### src/rtl/ext_mem_pkg.sv
// Shared definitions for the off-chip memory bus lane master.
// Holds the lane state encoding, the default lane widths and the helper
// that turns an access size in bits into a data mask.  The helper is
// shared by the lane master, responder models and multi-lane wrappers.
package ext_mem_pkg;

    typedef enum logic [1:0] {
        IDLE  = 2'd0,
        ISSUE = 2'd1,
        RESP  = 2'd2
    } lane_state_e;

    localparam int LANE_ADDR_W = 10;
    localparam int LANE_DATA_W = 8;
    localparam int LANE_SIZE_W = 4;

    // Widest lane the mask helper supports; callers truncate to their width.
    localparam int MASK_MAX_W  = 64;

    // Mask with the low 'size' bits set, saturating at data_w bits.
    // size = 0 yields an all-zero mask.
    function automatic logic [MASK_MAX_W-1:0] size_mask(
        input int unsigned size,
        input int unsigned data_w
    );
        logic [MASK_MAX_W-1:0] m;
        m = {MASK_MAX_W{1'b0}};
        for (int unsigned i = 0; i < MASK_MAX_W; i++) begin
            m[i] = (i < size) && (i < data_w);
        end
        return m;
    endfunction

endpackage

### src/rtl/ext_mem_master_lane.sv
// Single-lane initiator for the off-chip memory bus.
// Takes read/write commands on a valid/ready port, drives oe/we/addr/
// Wdata/size until the responder raises DataRdy (or the wait times out),
// then presents the result on a valid/ready response port.
// Ports:
//   clock, reset            rising-edge clock, async active-low reset
//   cmd_valid/cmd_ready     command handshake; cmd_we/addr/size/wdata payload
//   rsp_valid/rsp_ready     response handshake; rsp_rdata (masked), rsp_err
//   Mout_*                  bus outputs toward the responder (all registered)
//   M_Rdata_ram, M_DataRdy  responder read data and completion strobe
module ext_mem_master_lane
    import ext_mem_pkg::*;
#(
    parameter int ADDR_W  = LANE_ADDR_W,
    parameter int DATA_W  = LANE_DATA_W,
    parameter int SIZE_W  = LANE_SIZE_W,
    parameter int TIMEOUT = 255,
    parameter int CNT_W   = 8
) (
    input  logic              clock,
    input  logic              reset,
    input  logic              cmd_valid,
    output logic              cmd_ready,
    input  logic              cmd_we,
    input  logic [ADDR_W-1:0] cmd_addr,
    input  logic [SIZE_W-1:0] cmd_size,
    input  logic [DATA_W-1:0] cmd_wdata,
    output logic              rsp_valid,
    input  logic              rsp_ready,
    output logic [DATA_W-1:0] rsp_rdata,
    output logic              rsp_err,
    output logic              Mout_oe_ram,
    output logic              Mout_we_ram,
    output logic [ADDR_W-1:0] Mout_addr_ram,
    output logic [DATA_W-1:0] Mout_Wdata_ram,
    output logic [SIZE_W-1:0] Mout_data_ram_size,
    input  logic [DATA_W-1:0] M_Rdata_ram,
    input  logic              M_DataRdy
);

    localparam logic [CNT_W-1:0] TIMEOUT_C  = CNT_W'(TIMEOUT);
    localparam logic             TIMEOUT_EN = (TIMEOUT != 0);
    localparam logic [CNT_W-1:0] CNT_ONE    = {{(CNT_W-1){1'b0}}, 1'b1};

    lane_state_e       state_r, state_s;
    logic              cmd_ready_r, cmd_ready_s;
    logic              we_r, we_s;
    logic [ADDR_W-1:0] addr_r, addr_s;
    logic [SIZE_W-1:0] size_r, size_s;
    logic [DATA_W-1:0] wdata_r, wdata_s;
    logic              oe_out_r, oe_out_s;
    logic              we_out_r, we_out_s;
    logic              rsp_valid_r, rsp_valid_s;
    logic [DATA_W-1:0] rsp_rdata_r, rsp_rdata_s;
    logic              rsp_err_r, rsp_err_s;
    logic [CNT_W-1:0]  cnt_r, cnt_s;
    logic [CNT_W-1:0]  cnt_inc_s;
    logic [DATA_W-1:0] cmd_mask_s;
    logic [DATA_W-1:0] issue_mask_s;

    // Masks for the incoming command and for the transaction in flight.
    always_comb begin
        cmd_mask_s   = DATA_W'(size_mask(32'(cmd_size), DATA_W));
        issue_mask_s = DATA_W'(size_mask(32'(size_r), DATA_W));
        cnt_inc_s    = cnt_r + CNT_ONE;
    end

    // Next-state and next-output logic; every register holds by default.
    always_comb begin
        state_s     = state_r;
        we_s        = we_r;
        addr_s      = addr_r;
        size_s      = size_r;
        wdata_s     = wdata_r;
        oe_out_s    = oe_out_r;
        we_out_s    = we_out_r;
        rsp_valid_s = rsp_valid_r;
        rsp_rdata_s = rsp_rdata_r;
        rsp_err_s   = rsp_err_r;
        cnt_s       = cnt_r;
        case (state_r)
            IDLE: begin
                if (cmd_valid && cmd_ready_r) begin
                    state_s  = ISSUE;
                    we_s     = cmd_we;
                    addr_s   = cmd_addr;
                    size_s   = cmd_size;
                    // Reads drive zero on the write data bus.
                    wdata_s  = cmd_we ? (cmd_wdata & cmd_mask_s) : {DATA_W{1'b0}};
                    oe_out_s = ~cmd_we;
                    we_out_s = cmd_we;
                    cnt_s    = {CNT_W{1'b0}};
                end else begin
                    state_s  = IDLE;
                end
            end
            ISSUE: begin
                // DataRdy beats a timeout expiring on the same edge.
                if (M_DataRdy) begin
                    state_s     = RESP;
                    oe_out_s    = 1'b0;
                    we_out_s    = 1'b0;
                    rsp_valid_s = 1'b1;
                    rsp_err_s   = 1'b0;
                    rsp_rdata_s = we_r ? {DATA_W{1'b0}} : (M_Rdata_ram & issue_mask_s);
                end else if (TIMEOUT_EN && (cnt_inc_s == TIMEOUT_C)) begin
                    state_s     = RESP;
                    oe_out_s    = 1'b0;
                    we_out_s    = 1'b0;
                    rsp_valid_s = 1'b1;
                    rsp_err_s   = 1'b1;
                    rsp_rdata_s = {DATA_W{1'b0}};
                    cnt_s       = cnt_inc_s;
                end else begin
                    cnt_s       = cnt_inc_s;
                end
            end
            RESP: begin
                if (rsp_ready) begin
                    state_s     = IDLE;
                    rsp_valid_s = 1'b0;
                    rsp_err_s   = 1'b0;
                    rsp_rdata_s = {DATA_W{1'b0}};
                end else begin
                    state_s     = RESP;
                end
            end
            default: begin
                state_s     = IDLE;
                oe_out_s    = 1'b0;
                we_out_s    = 1'b0;
                rsp_valid_s = 1'b0;
                rsp_err_s   = 1'b0;
                rsp_rdata_s = {DATA_W{1'b0}};
                cnt_s       = {CNT_W{1'b0}};
            end
        endcase
        // Registered ready: low during reset, high one cycle after release.
        cmd_ready_s = (state_s == IDLE);
    end

    // State and output registers; reset abandons any transaction in flight.
    always_ff @(posedge clock or negedge reset) begin
        if (!reset) begin
            state_r     <= IDLE;
            cmd_ready_r <= 1'b0;
            we_r        <= 1'b0;
            addr_r      <= {ADDR_W{1'b0}};
            size_r      <= {SIZE_W{1'b0}};
            wdata_r     <= {DATA_W{1'b0}};
            oe_out_r    <= 1'b0;
            we_out_r    <= 1'b0;
            rsp_valid_r <= 1'b0;
            rsp_rdata_r <= {DATA_W{1'b0}};
            rsp_err_r   <= 1'b0;
            cnt_r       <= {CNT_W{1'b0}};
        end else begin
            state_r     <= state_s;
            cmd_ready_r <= cmd_ready_s;
            we_r        <= we_s;
            addr_r      <= addr_s;
            size_r      <= size_s;
            wdata_r     <= wdata_s;
            oe_out_r    <= oe_out_s;
            we_out_r    <= we_out_s;
            rsp_valid_r <= rsp_valid_s;
            rsp_rdata_r <= rsp_rdata_s;
            rsp_err_r   <= rsp_err_s;
            cnt_r       <= cnt_s;
        end
    end

    assign cmd_ready          = cmd_ready_r;
    assign rsp_valid          = rsp_valid_r;
    assign rsp_rdata          = rsp_rdata_r;
    assign rsp_err            = rsp_err_r;
    assign Mout_oe_ram        = oe_out_r;
    assign Mout_we_ram        = we_out_r;
    assign Mout_addr_ram      = addr_r;
    assign Mout_Wdata_ram     = wdata_r;
    assign Mout_data_ram_size = size_r;

endmodule

### config.mk
export PLATFORM = sky130hd
export DESIGN_NAME = ext_mem_master_lane
export DESIGN_NICKNAME = d
export VERILOG_FILES = /design/src/rtl/ext_mem_pkg.sv /design/src/rtl/ext_mem_master_lane.sv
export SDC_FILE = /design/constraint.sdc
export NUM_CORES = 1
export LEC_CHECK = 0
export CAP_MARGIN = 10
export CORE_MARGIN = 1.5
export CORE_UTILIZATION = 56
export DETAILED_ROUTE_END_ITERATION = 16
export DONT_BUFFER_PORTS = 1
export PLACE_DENSITY_LB_ADDON = 0.05
export SYNTH_ARGS = -nofsm -noshare
export SYNTH_HDL_FRONTEND = slang
export SYNTH_SLANG_ARGS = --single-unit
### constraint.sdc
create_clock -name clock -period 1.7 [get_ports clock]
set_clock_uncertainty 0.2 [all_clocks]
set_input_delay 0.34 -clock clock [delete_from_list [all_inputs] [get_ports clock]]
set_output_delay 0.34 -clock clock [all_outputs]
set_load 0.01 [all_outputs]
# Yosys cells after proc, flatten, opt, wreduce, memory -nomap -nowiden
# Index checks and enable logic that the tools add are counted.
# word_totals
ff_bits	46
# classes
n_lt_le_gt_ge	16
n_reduce_logical	7
n_eq_ne	7
muxes	26
n_addsub	1
bitwise_logic	5
# op_table
op	n
2-to-1 mux 8 bit	7
case mux 8 bit (3 select lines)	2
less-than comparator 3 x 4 -> 1 bit, first input constant	8
bitwise AND 8 bit	2
less-than comparator 1 x 4 -> 1 bit, first input constant	4
less-than comparator 2 x 4 -> 1 bit, first input constant	4
case mux 1 bit (3 select lines)	4
2-to-1 mux 1 bit	9
AND reduction 3 bit	3
adder 8 x 1 -> 8 bit, second input constant	1
== test 8 bit, second input constant	1
2-to-1 mux 2 bit	3
inequality test 2 bit, second input constant	3
case mux 2 bit (3 select lines)	1
logical NOT 2 bit	2
inequality test 3 bit, second input constant	1
inverter 1 bit	3
== test 2 x 1 -> 1 bit, second input constant	1
== test 2 bit, second input constant	1
AND reduction 2 bit	1
logical AND 1 bit	1

# Depth between registers and ports, before layout
# Gate-level depths: netlist (run 1).
# logic_depth
depth_word	6
ltp_mapped	7
depth_no_buf	6

# Worst setup path before layout (run 1)
# No wires, ideal clock.
# synth_path
path_type	reg-to-reg
start	register cnt_r[0]
end	register rsp_rdata_r[0] (netlist: rsp_rdata[0])
n_path_buf	1
t_arrival_ns	1.475
slack_ns	-0.100
setup_time_ns	0.125
synth_period_minus_slack_ns	1.800
stages_incl_launch_ff	8
t_required_ns	1.375
cell_sequence	dfrtp_1 -> ha_1 -> nand3_1 -> xor2_1 -> nand4b_1 -> nor2_2 -> buf_6 -> o21ai_2
# synth_via
elab_chain_len	4
# synth_rtl
element	line_no	rtl
from (decl)	ext_mem_master_lane.sv:56	logic [CNT_W-1:0] cnt_r, cnt_s;
from (signal assigned)	ext_mem_master_lane.sv:156	cnt_r <= {CNT_W{1'b0}};
from (signal assigned)	ext_mem_master_lane.sv:169	cnt_r <= cnt_s;
adder 8 x 1 -> 8 bit	ext_mem_master_lane.sv:65	cnt_inc_s = cnt_r + CNT_ONE;
== test 8 bit	ext_mem_master_lane.sv:106	end else if (TIMEOUT_EN && (cnt_inc_s == TIMEOUT_C)) begin
inequality test 3 bit (no source line)	n/a	
AND reduction 3 bit (no source line)	n/a	
to (signal assigned)	ext_mem_master_lane.sv:154	rsp_rdata_r <= {DATA_W{1'b0}};
to (signal assigned)	ext_mem_master_lane.sv:167	rsp_rdata_r <= rsp_rdata_s;
to (decl)	ext_mem_master_lane.sv:54	logic [DATA_W-1:0] rsp_rdata_r, rsp_rdata_s;
# Every way passes these cells.
# A chain may end at the register's enable or synchronous reset.

# Worst setup path in the final report (run 1)
# layout_path
start	register cnt_r[0]
end	register rsp_rdata_r[3] (netlist: rsp_rdata[3])
# Same word-level chain as after synthesis.

==> results of run 1 <==
worst reg2reg max path: cells and delay by family, from the launching register on:
family | cells | cell delay (ns)
AOI/OAI and AO/OA | 3 | 0.42
DFF | 1 | 0.45
buffers and inverters | 2 | 0.26
adders and majority gates | 1 | 0.18
and+or+nand+nor | 1 | 0.18
cell usage in the layout, fill, tap and decap left out, types with 4 or more instances in the layout:
master,instances
a32oi_1,7
dfrtp_1,43
inv_1,5
a21oi_1,6
o21ai_0,15
nand2_1,72
clkbuf_8,6
nand3_1,4
nor2_1,9
o21ai_2,9
buf_4,31
dlygate4sd3_1,18
synth_stat cells (2+ instances only):
| master | number |
|---|---|
| dfrtp_1 | 46 |
| o211ai_1 | 2 |
| a211o_1 | 2 |
| a21oi_1 | 7 |
| a31oi_1 | 2 |
| a21boi_0 | 2 |
| o22ai_2 | 3 |
| nor3_1 | 4 |
| nor2_2 | 2 |
| clkbuf_1 | 5 |
| o31ai_1 | 2 |
| buf_2 | 2 |
| xor2_1 | 2 |
| o21ai_0 | 17 |
| inv_1 | 5 |
| a21o_1 | 2 |
| nand2_1 | 73 |
| nand4_1 | 2 |
| nand3_1 | 5 |
| a32o_1 | 3 |
| nor2_1 | 9 |
| a32oi_1 | 7 |
| o21ai_2 | 8 |
| ha_1 | 2 |
worst min path at each step:
stage,to,slack (ns)
after floorplan,Mout_Wdata_ram[0],-0.16
after global placement,Mout_Wdata_ram[4],-0.15
after detailed placement,Mout_Wdata_ram[0],-0.15
after CTS,Mout_Wdata_ram[0],0.002
after global routing,Mout_Wdata_ram[6],0.0004
final,Mout_Wdata_ram[3],0.001
kinds of logic after synthesis:
group	after synthesis
muxes	1
DFF	46
xor gates and xnor gates	2
adders and majority gates	2
buffers and inverters	15
AOI/OAI and AO/OA	64
and+or+nand+nor	107
per-layer routing:
layer	GRT usage (%)	routed length, um	up-vias
met3	7.534	444	12
met1	31.55	2231	970
met2	52.40	3135	81
li1	-	-	934
met5	0	0	-
met4	9.375	87	0
per-stage QoR:
step / TNS [ns] / instances / area, um2
global route: -2.091 / 337 / 2872
CTS: -0.6188 / 332 / 2789
floorplan: 0 / 237 / 2227
global placement: -0.04362 / 302 / 2451
detailed placement: -0.8701 / 302 / 2451
finish: -1.178 / 337 / 2872
state kept, by name, summed over array words and instances, names as in the netlist:
signal / flops
Mout_Wdata_ram: 8
Mout_addr_ram: 10
Mout_data_ram_size: 4
Mout_oe_ram: 1
Mout_we_ram: 1
cmd_ready: 1
cnt_r: 8
rsp_err: 1
rsp_rdata: 8
rsp_valid: 1
state_r: 2
we_r: 1
where the power goes:
group | internal, mW | switching (mW)
Sequential | 1.51 | 0.495
Clock | 0.327 | 0.363
Combinational | 0.734 | 0.884
Total | 2.57 | 1.74
cell type report:
| type | count | area, um2 | share of cell area [%] |
|---|---|---|---|
| flip-flops and latches | 46 | 1155 | 40.22 |
| multi-input cells | 176 | 1049 | 36.51 |
| repair buffers | 54 | 494.2 | 17.21 |
| clock buffers | 6 | 82.58 | 2.876 |
| well taps | 48 | 60.06 | 2.092 |
| inverters | 5 | 18.77 | 0.6536 |
| clock inverters | 2 | 12.51 | 0.4357 |
what timing repair did:
item	in CTS	in global routing
cloned	0	0
setup endpoints to repair	27	31
hold endpoints to repair	63	0
hold buffers	19	0
buffers inserted	3	5
gates resized for setup	4	14
pin swaps	4	4
==> metrics, run 1 <==
clock transition at the registers of the reported paths=roughly 0.09 ns; DIE WIDTH=approximately 66 um; worst-case reg-to-reg path depth=7; Fill cells=between 200 and 300; H-tree depth=2; total global routing overflow=0; R2R setup slack=-0.13 ns; Post-Synth XOR/XNOR Area=0.7941%; CP cell instances=ha_4 -> inv_1 -> o211a_1 -> o22ai_4 -> nor2_2 -> buf_12 -> o211ai_1; Worst-Margin Slew=about 0.27 ns; top cell type's share of synthesized area=a little over half; critical path's top delay family=flip-flops; Tot Pwr=about 4.3 mW; total of max-cap violations=0; number of synthesized flops with an enable pin=0; Total Wirelength=~5.9 mm; min Tclk post-route=roughly 1.8 ns; Worst EP required=roughly 1.7 ns; fin util=roughly 77%; Crit Path Class=reg -> reg; Peak VDD IR=1.010 mV; die span in y=between 60 and 70 um; Post-DP HPWL=approximately 3.7 mm; FF-to-FF End=rsp_rdata[3]; failing checks=negative setup slack; fin crit share=107.6%; Worst EP arrival=~1.8 ns; Hold WC Path Type=in -> reg; overall routing resource usage=between 20% and 30%; Synth area leader=dfrtp_1; Seq/Total Area, Yosys=between 50% and 60%; drt via density=5.926; final hold slack=about 0.0014 ns; Synth async-reset ratio=100.0%; Syn Std Cell Area=approximately 2200 um2; Max Slew Vio Count=0; Bufs and invs on worst path=2; endpoints failing setup=14; Setup WS post-layout=-0.1288 ns; prevailing post-synth register cell=dfrtp_1; Rel. slew slack=81.81%; CTS tree=done; Place WS=-0.1357 ns; crit end category=flop; cell count after synthesis=between 200 and 250; largest net degree at the start of global routing=47; Net Count, Synth=approximately 280; hold wc startpoint=cmd_wdata[3]; Avg WL per Cell=between 15 and 20 um; Worst path depth=7; final hold violation count=0; crit-path max FO=11; port bufs=0; register bit count reported by yosys=46; remaining antenna violation count=0; Worst Setup SP=cnt_r[0]; Post-layout nets=around 330; number of diodes=0; Core Rows=22; Simple-Gate Fraction of Synth Area=20.99%; Static Leak=roughly 1.3 nW; area grow syn2layout=30.18%; top post-synthesis cells by area=dfrtp_1 52%, nand2_1 12%, o21ai_0 3.9%; core area=about 3700 um2; Clock Sink Count=46; largest family of logic cells by synthesized area=compound AO/OA/AOI/OAI gates; CTS buffer count=5; routed vias=roughly 2k; starting density of the core=between 50% and 60%; vias in the first global route=1,996; Critical Path Source Type=flop; mux cell area share after synthesis=less than 1%; status=complete, but fails checks; crit path to=rsp_rdata[3]; DRT iter0 DRCs=roughly 220; DRC Markers=0; Compound-Gate Fraction of Synth Area=21.27%; global-route wire length before repair=9.294 mm; Root Buffer=clkbuf_8; Max Root-Sink Buffers=2; Highest Clock Rate=approximately 0.55 GHz; Distinct cells, synth=47; worst skew pair latency=around 0.3 ns; die area=4324 um2; DRT Pass-1 Iters=4; Pwr Density=about 1500 nW/um2; mean post-synth cell area=a little over 9 um2; Hold Path Stages=2; RSZ-0062 raised after global routing=true; initial antenna violation count=0; worst r2r src=cnt_r[0]; Ys Warns=0; Slowest-stage cell, CP=dfrtp_2; io pins=71; gpl congestion=~0.83; layout cell share with drive strength beyond 1=26.30%; post-synthesis adder-cell area fraction=under 10%; Max stage delay on crit path=roughly 0.45 ns
(Power assumes the default switching activity.)
==> inputs of run 2 (changes only) <==
--- a/config.mk
+++ b/config.mk
@@ -5,8 +5,8 @@
 export SDC_FILE = /design/constraint.sdc
 export NUM_CORES = 1
 export LEC_CHECK = 0
-export CAP_MARGIN = 10
-export CORE_MARGIN = 1.5
+export CAP_MARGIN = 20
+export CORE_MARGIN = 3
 export CORE_UTILIZATION = 56
 export DETAILED_ROUTE_END_ITERATION = 16
 export DONT_BUFFER_PORTS = 1
==> run 2 against run 1 <==
The run still ends with negative setup slack left. Design area is 0.39% higher. Register-to-register slack gained 0.03 ns. Combinational power hardly changed. Total power fell by 0.44%. Sequential share of layout area decreased by 0.11 points. Non-clock buffer count grew 2. Largest power group unchanged.
==> metrics, run 2 (synthesis results as in run 1) <==
status=complete, but fails checks; failing checks=negative setup slack; drt via density=a little under 6; Post-layout nets=between 300 and 400; Slowest-stage cell, CP=dfrtp_2; die area=4728 um2; fin util=between 70% and 80%; io pins=71; most common cell after layout, fill and taps aside=nand2_1; Worst EP required=around 1.7 ns; crit end category=flop; Highest Clock Rate=between 0.5 and 0.6 GHz; Setup WS post-layout=-0.09678 ns; vias in the first global route=roughly 2.0k; Total Wirelength=5.808 mm; Worst-Margin Slew=between 0.3 and 0.4 ns; Max stage delay on crit path=approximately 0.46 ns; Post-DP HPWL=between 3 and 4 mm; global-route wire length before repair=about 9 mm; endpoints failing setup=13; overall routing resource usage=25.57%; RSZ-0062 raised after global routing=true; Avg WL per Cell=17.13 um; starting density of the core=59.36%; Bufs and invs on worst path=1; Max Root-Sink Buffers=2; Fill cells=around 260; min Tclk post-route=around 1.8 ns; layout cell share with drive strength beyond 1=a little under a quarter; max FFs per register=10; Static Leak=1.365 nW; CTS buffer count=5; DRT Pass-1 Iters=4; Root Buffer=clkbuf_8; remaining antenna violation count=0; Pwr Density=roughly 1500 nW/um2; DRC Markers=0; most frequent cells in the layout=72 x nand2_1, 42 x dfrtp_1, 28 x dlygate4sd3_1, 25 x buf_4, 13 x o21ai_0; DIE WIDTH=a little under 70 um; DRT iter0 DRCs=around 140; Max Slew Vio Count=0; largest net degree at the start of global routing=47; Critical Path Source Type=flop; gpl congestion=between 0.9 and 1; crit-path max FO=7; core area=3716 um2; area occupied by multi-input gates=just over 1000 um2; die span in y=between 60 and 70 um; Core Rows=22; final hold slack=about 0.010 ns; clock transition at the registers of the reported paths=around 0.080 ns; port bufs=0; CP cell instances=and3b_1 -> o211a_1 -> o22ai_2 -> nor2_2 -> buf_4 -> o211ai_1; Crit Path Class=reg -> reg; total of max-cap violations=0; Hold WC Path Type=in -> reg; Worst EP arrival=~1.8 ns; Rel. slew slack=between 70 and 80%; Clock Sink Count=46; initial antenna violation count=0; Peak VDD IR=just under 1 mV; worst skew pair latency=0.30 ns; routed vias=1,963; critical path's top delay family=compound AO/OA/AOI/OAI gates; final hold violation count=0; register area=~1200 um2; H-tree depth=2; number of diodes=0; CTS tree=done; total global routing overflow=0; fin crit share=105.7%; area grow syn2layout=30.69%
-- run 2: changes by cell type in the layout (fill, tap and decap cells not counted), sizes merged --
cell         previous run  this run
dlygate4sd3            18        28
buf                    36        28
clkbuf                  6         7
clkinvlp                1         0
-- run 2: per-layer routing --
metal  global-route usage, %  vias to the layer above  routed length (um)  share of wire [%]
li1                        -                      938                   -                  -
met1                   27.33                      953                2185                 38
met2                   48.51                       62                3133                 54
met3                   7.780                       10                 410                7.1
met4                   6.326                        0                  78                1.3
met5                       0                        -                   0                  0
-- run 2: worst register-to-register path: stages (launching register included) --
cell and delay [ns]:
dfrtp_2 0.46, and3b_1 0.20, o211a_1 0.22, o22ai_2 0.22
nor2_2 0.07, buf_4 0.16, o211ai_1 0.18
-- run 2: stage by stage --
stage                TNS, ns  setup WS [ns]  total power, mW  instances  cell area, um2
floorplan                  0       0.008765            2.880        237            2227
global placement    -0.04908       -0.01773            3.352        299            2429
detailed placement   -0.9125        -0.1083            3.439        299            2429
CTS                  -0.4699       -0.07537            4.224        333            2806
global route          -2.257        -0.1798            4.578        339            2883
finish               -0.7839       -0.09678            4.291        339            2883
-- run 2: layout make-up --
class / instances / area share [%]
flip-flops and latches: 46 / 40.10
multi-input cells: 176 / 35.72
repair buffers: 56 / 18.27
clock buffers: 7 / 2.995
well taps: 48 / 2.083
inverters: 5 / 0.6510
clock inverters: 1 / 0.1736
-- run 2: repair_timing --
item / CTS / global route
pin swaps: 4 / 2
endpoints found under the hold margin: 71 / 3
hold buffers: 25 / 4
buffers inserted: 1 / 2
gates resized for setup: 6 / 10
endpoints found under the setup margin: 20 / 39
-- run 2: path summary, 6_finish.rpt --
kind	start	end	slack (ns)	cells after the start
hold reg to reg	cnt_r[7]	cnt_r[7]	0.29	1
setup reg to reg	cnt_r[0]	rsp_rdata[3]	-0.1	6
hold / removal	cmd_wdata[0]	Mout_Wdata_ram[0]	0.01	1
setup / recovery	cnt_r[0]	rsp_rdata[3]	-0.1	6
max in group asynchronous	reset	cnt_r[1]	0.73	2
min in group asynchronous	reset	Mout_data_ram_size[0]	0.35	2
-- run 2: where the power goes --
part | switching (mW) | total [mW] | internal [mW]
registers | 0.498 | 2.01 | 1.51
logic | 0.863 | 1.59 | 0.730
clock network | 0.364 | 0.692 | 0.328
total | 1.73 | 4.29 | 2.57
==> inputs of run 3 (changes only) <==
--- a/config.mk
+++ b/config.mk
@@ -5,12 +5,13 @@
 export SDC_FILE = /design/constraint.sdc
 export NUM_CORES = 1
 export LEC_CHECK = 0
-export CAP_MARGIN = 20
+export CAP_MARGIN = 5
 export CORE_MARGIN = 3
 export CORE_UTILIZATION = 56
 export DETAILED_ROUTE_END_ITERATION = 16
 export DONT_BUFFER_PORTS = 1
 export PLACE_DENSITY_LB_ADDON = 0.05
+export SKIP_LAST_GASP = 1
 export SYNTH_ARGS = -nofsm -noshare
 export SYNTH_HDL_FRONTEND = slang
 export SYNTH_SLANG_ARGS = --single-unit
==> run 3 against run 2 <==
The flow still finishes with violations (negative setup slack). Flip-flop and latch count did not move. Sequential share of layout area stayed put. Register-to-register slack about the same. Largest cell class unchanged. Worst setup slack lost 0.0031 ns. Worst hold slack got worse by 0.00082 ns. Cell count stayed put. Design area stayed put. Critical path type unchanged. Core utilization is the same.
==> metrics, run 3 (synthesis results as in run 1) <==
FF-to-FF End=rsp_rdata[3]; Worst Setup SP=cnt_r[0]; fin crit share=105.9%; Net Sw Power=1.727 mW; Pwr Density=about 1500 nW/um2; layout cell share with drive strength beyond 1=between 20% and 30%; Crit Path Class=reg -> reg; Total Wirelength=approximately 5.8 mm; Hold WC Path Type=in -> reg; Worst EP required=roughly 1.7 ns; DRC Markers=0; global-route wire length before repair=between 8 and 9 mm; Final TNS setup=-0.8130 ns; Rel. slew slack=about three quarters; CTS buffer count=5; die area=4728 um2; clock transition at the registers of the reported paths=about 0.08 ns; Setup WS post-layout=-0.09989 ns; clock share of power=approximately 16%; DRT iter0 DRCs=roughly 150; vias in the first global route=1,958; Avg WL per Cell=between 15 and 20 um; Critical Path Source Type=flop; crit path to=rsp_rdata[3]; total global routing overflow=0; CTS tree=done; number of diodes=0; gpl congestion=just under 1; worst r2r src=cnt_r[0]; Worst EP arrival=about 1.8 ns; die span in y=68.76 um; crit-path max FO=7; switch share=about two fifths; worst skew pair latency=~0.30 ns; Hold Path Stages=1; io pins=just over 70; status=complete, but fails checks; Root Buffer=clkbuf_8; Highest Clock Rate=0.5556 GHz; routed vias=around 2k; initial antenna violation count=0; largest net degree at the start of global routing=47; port bufs=0; Worst-Margin Slew=roughly 0.36 ns; Clock Sink Count=between 40 and 50; Peak VDD IR=between 0.9 and 1 mV; overall routing resource usage=between 20% and 30%; most common cell after layout, fill and taps aside=nand2_1; Static Leak=~1.4 nW; Seq pwr share=between 40 and 50%; internal power=around 2.6 mW; max FFs per register=10; Post-layout nets=~330; remaining antenna violation count=0; Place WS=-0.1083 ns; drt via density=just under 6; Max Slew Vio Count=0; Comb power frac=about 37%; RSZ-0062 raised after global routing=true; Post-DP HPWL=approximately 3.8 mm; worst-case reg-to-reg path depth=6; Max Root-Sink Buffers=2; DIE WIDTH=around 69 um; final hold violation count=0; H-tree depth=2; min Tclk post-route=roughly 1.8 ns; Core Rows=22; starting density of the core=between 50% and 60%; core area=3716 um2; most frequent cells in the layout=72 x nand2_1, 42 x dfrtp_1, 28 x dlygate4sd3_1, 25 x buf_4, 13 x o21ai_0; R2R setup slack=-0.1 ns; DRT Pass-1 Iters=4; crit end category=flop; area grow syn2layout=30.69%; endpoints failing setup=13; failing checks=negative setup slack; total of max-cap violations=0
-- run 3: cell counts in the layout (fill, tap and decap cells not counted) --
No cell type changed its count.
-- run 3: critical path, cell delays in order (launching register included) --
cell and delay (ns):
dfrtp_2 0.46, and3b_1 0.20, o211a_1 0.23, o22ai_2 0.22, nor2_2 0.07, buf_4 0.16
o211ai_1 0.18
-- run 3: area by class of cell --
cell class                      instances  area, um2
Multi-Input combinational cell        176       1030
Inverter                                5      18.77
Clock buffer                            7      86.33
Sequential cell                        46       1156
Clock inverter                          1      5.005
Timing Repair Buffer                   56      526.8
Tap cell                               48      60.06
Fill cell                             263      833.3
-- run 3: timing repair --
action | CTS | global route
hold buffers | 25 | 4
pin swaps | 4 | 1
buffers inserted | 1 | 2
endpoints found under the hold margin | 71 | 3
setup endpoints to repair | 20 | 39
resized for setup | 6 | 10
-- run 3: per-stage QoR --
step	util, %	area (um2)	cells	power, mW	hold slack [ns]
2_1_floorplan	-	2227	237	2.880	-0.1556
5_1_grt	77.58	2883	339	4.579	0.008799
6_report	77.58	2883	339	4.293	0.009621
4_1_cts	75.52	2806	333	4.224	0.002473
3_3_place_gp	65.35	2429	299	3.352	-0.1546
3_5_place_dp	65.35	2429	299	3.439	-0.1545
-- run 3: routing by layer --
layer	up-vias	track usage (%)	share of wire (%)
met2	79	48.51	53
met3	16	7.780	7.9
met4	0	6.326	1.9
met5	-	0	0
met1	936	27.33	37
li1	939	-	-
-- run 3: power groups by stage --
stage          clock (mW)  combinational, mW  sequential (mW)
3_3_place_gp            0               1.35             2.00
2_1_floorplan           0              0.905             1.98
6_report            0.693               1.59             2.01
5_1_grt             0.755               1.76             2.07
4_1_cts             0.695               1.52             2.00
3_5_place_dp            0               1.42             2.02
-- run 3: how the worst min path moves through the flow --
stage              startpoint  slack (ns)           endpoint
3_5_place_dp            reset       -0.15  Mout_Wdata_ram[6]
2_1_floorplan           reset       -0.16  Mout_Wdata_ram[0]
5_1_grt        M_Rdata_ram[5]       0.009       rsp_rdata[5]
6_report         cmd_wdata[0]        0.01  Mout_Wdata_ram[0]
4_1_cts          cmd_wdata[4]       0.002  Mout_Wdata_ram[4]
3_3_place_gp            reset       -0.15  Mout_Wdata_ram[1]
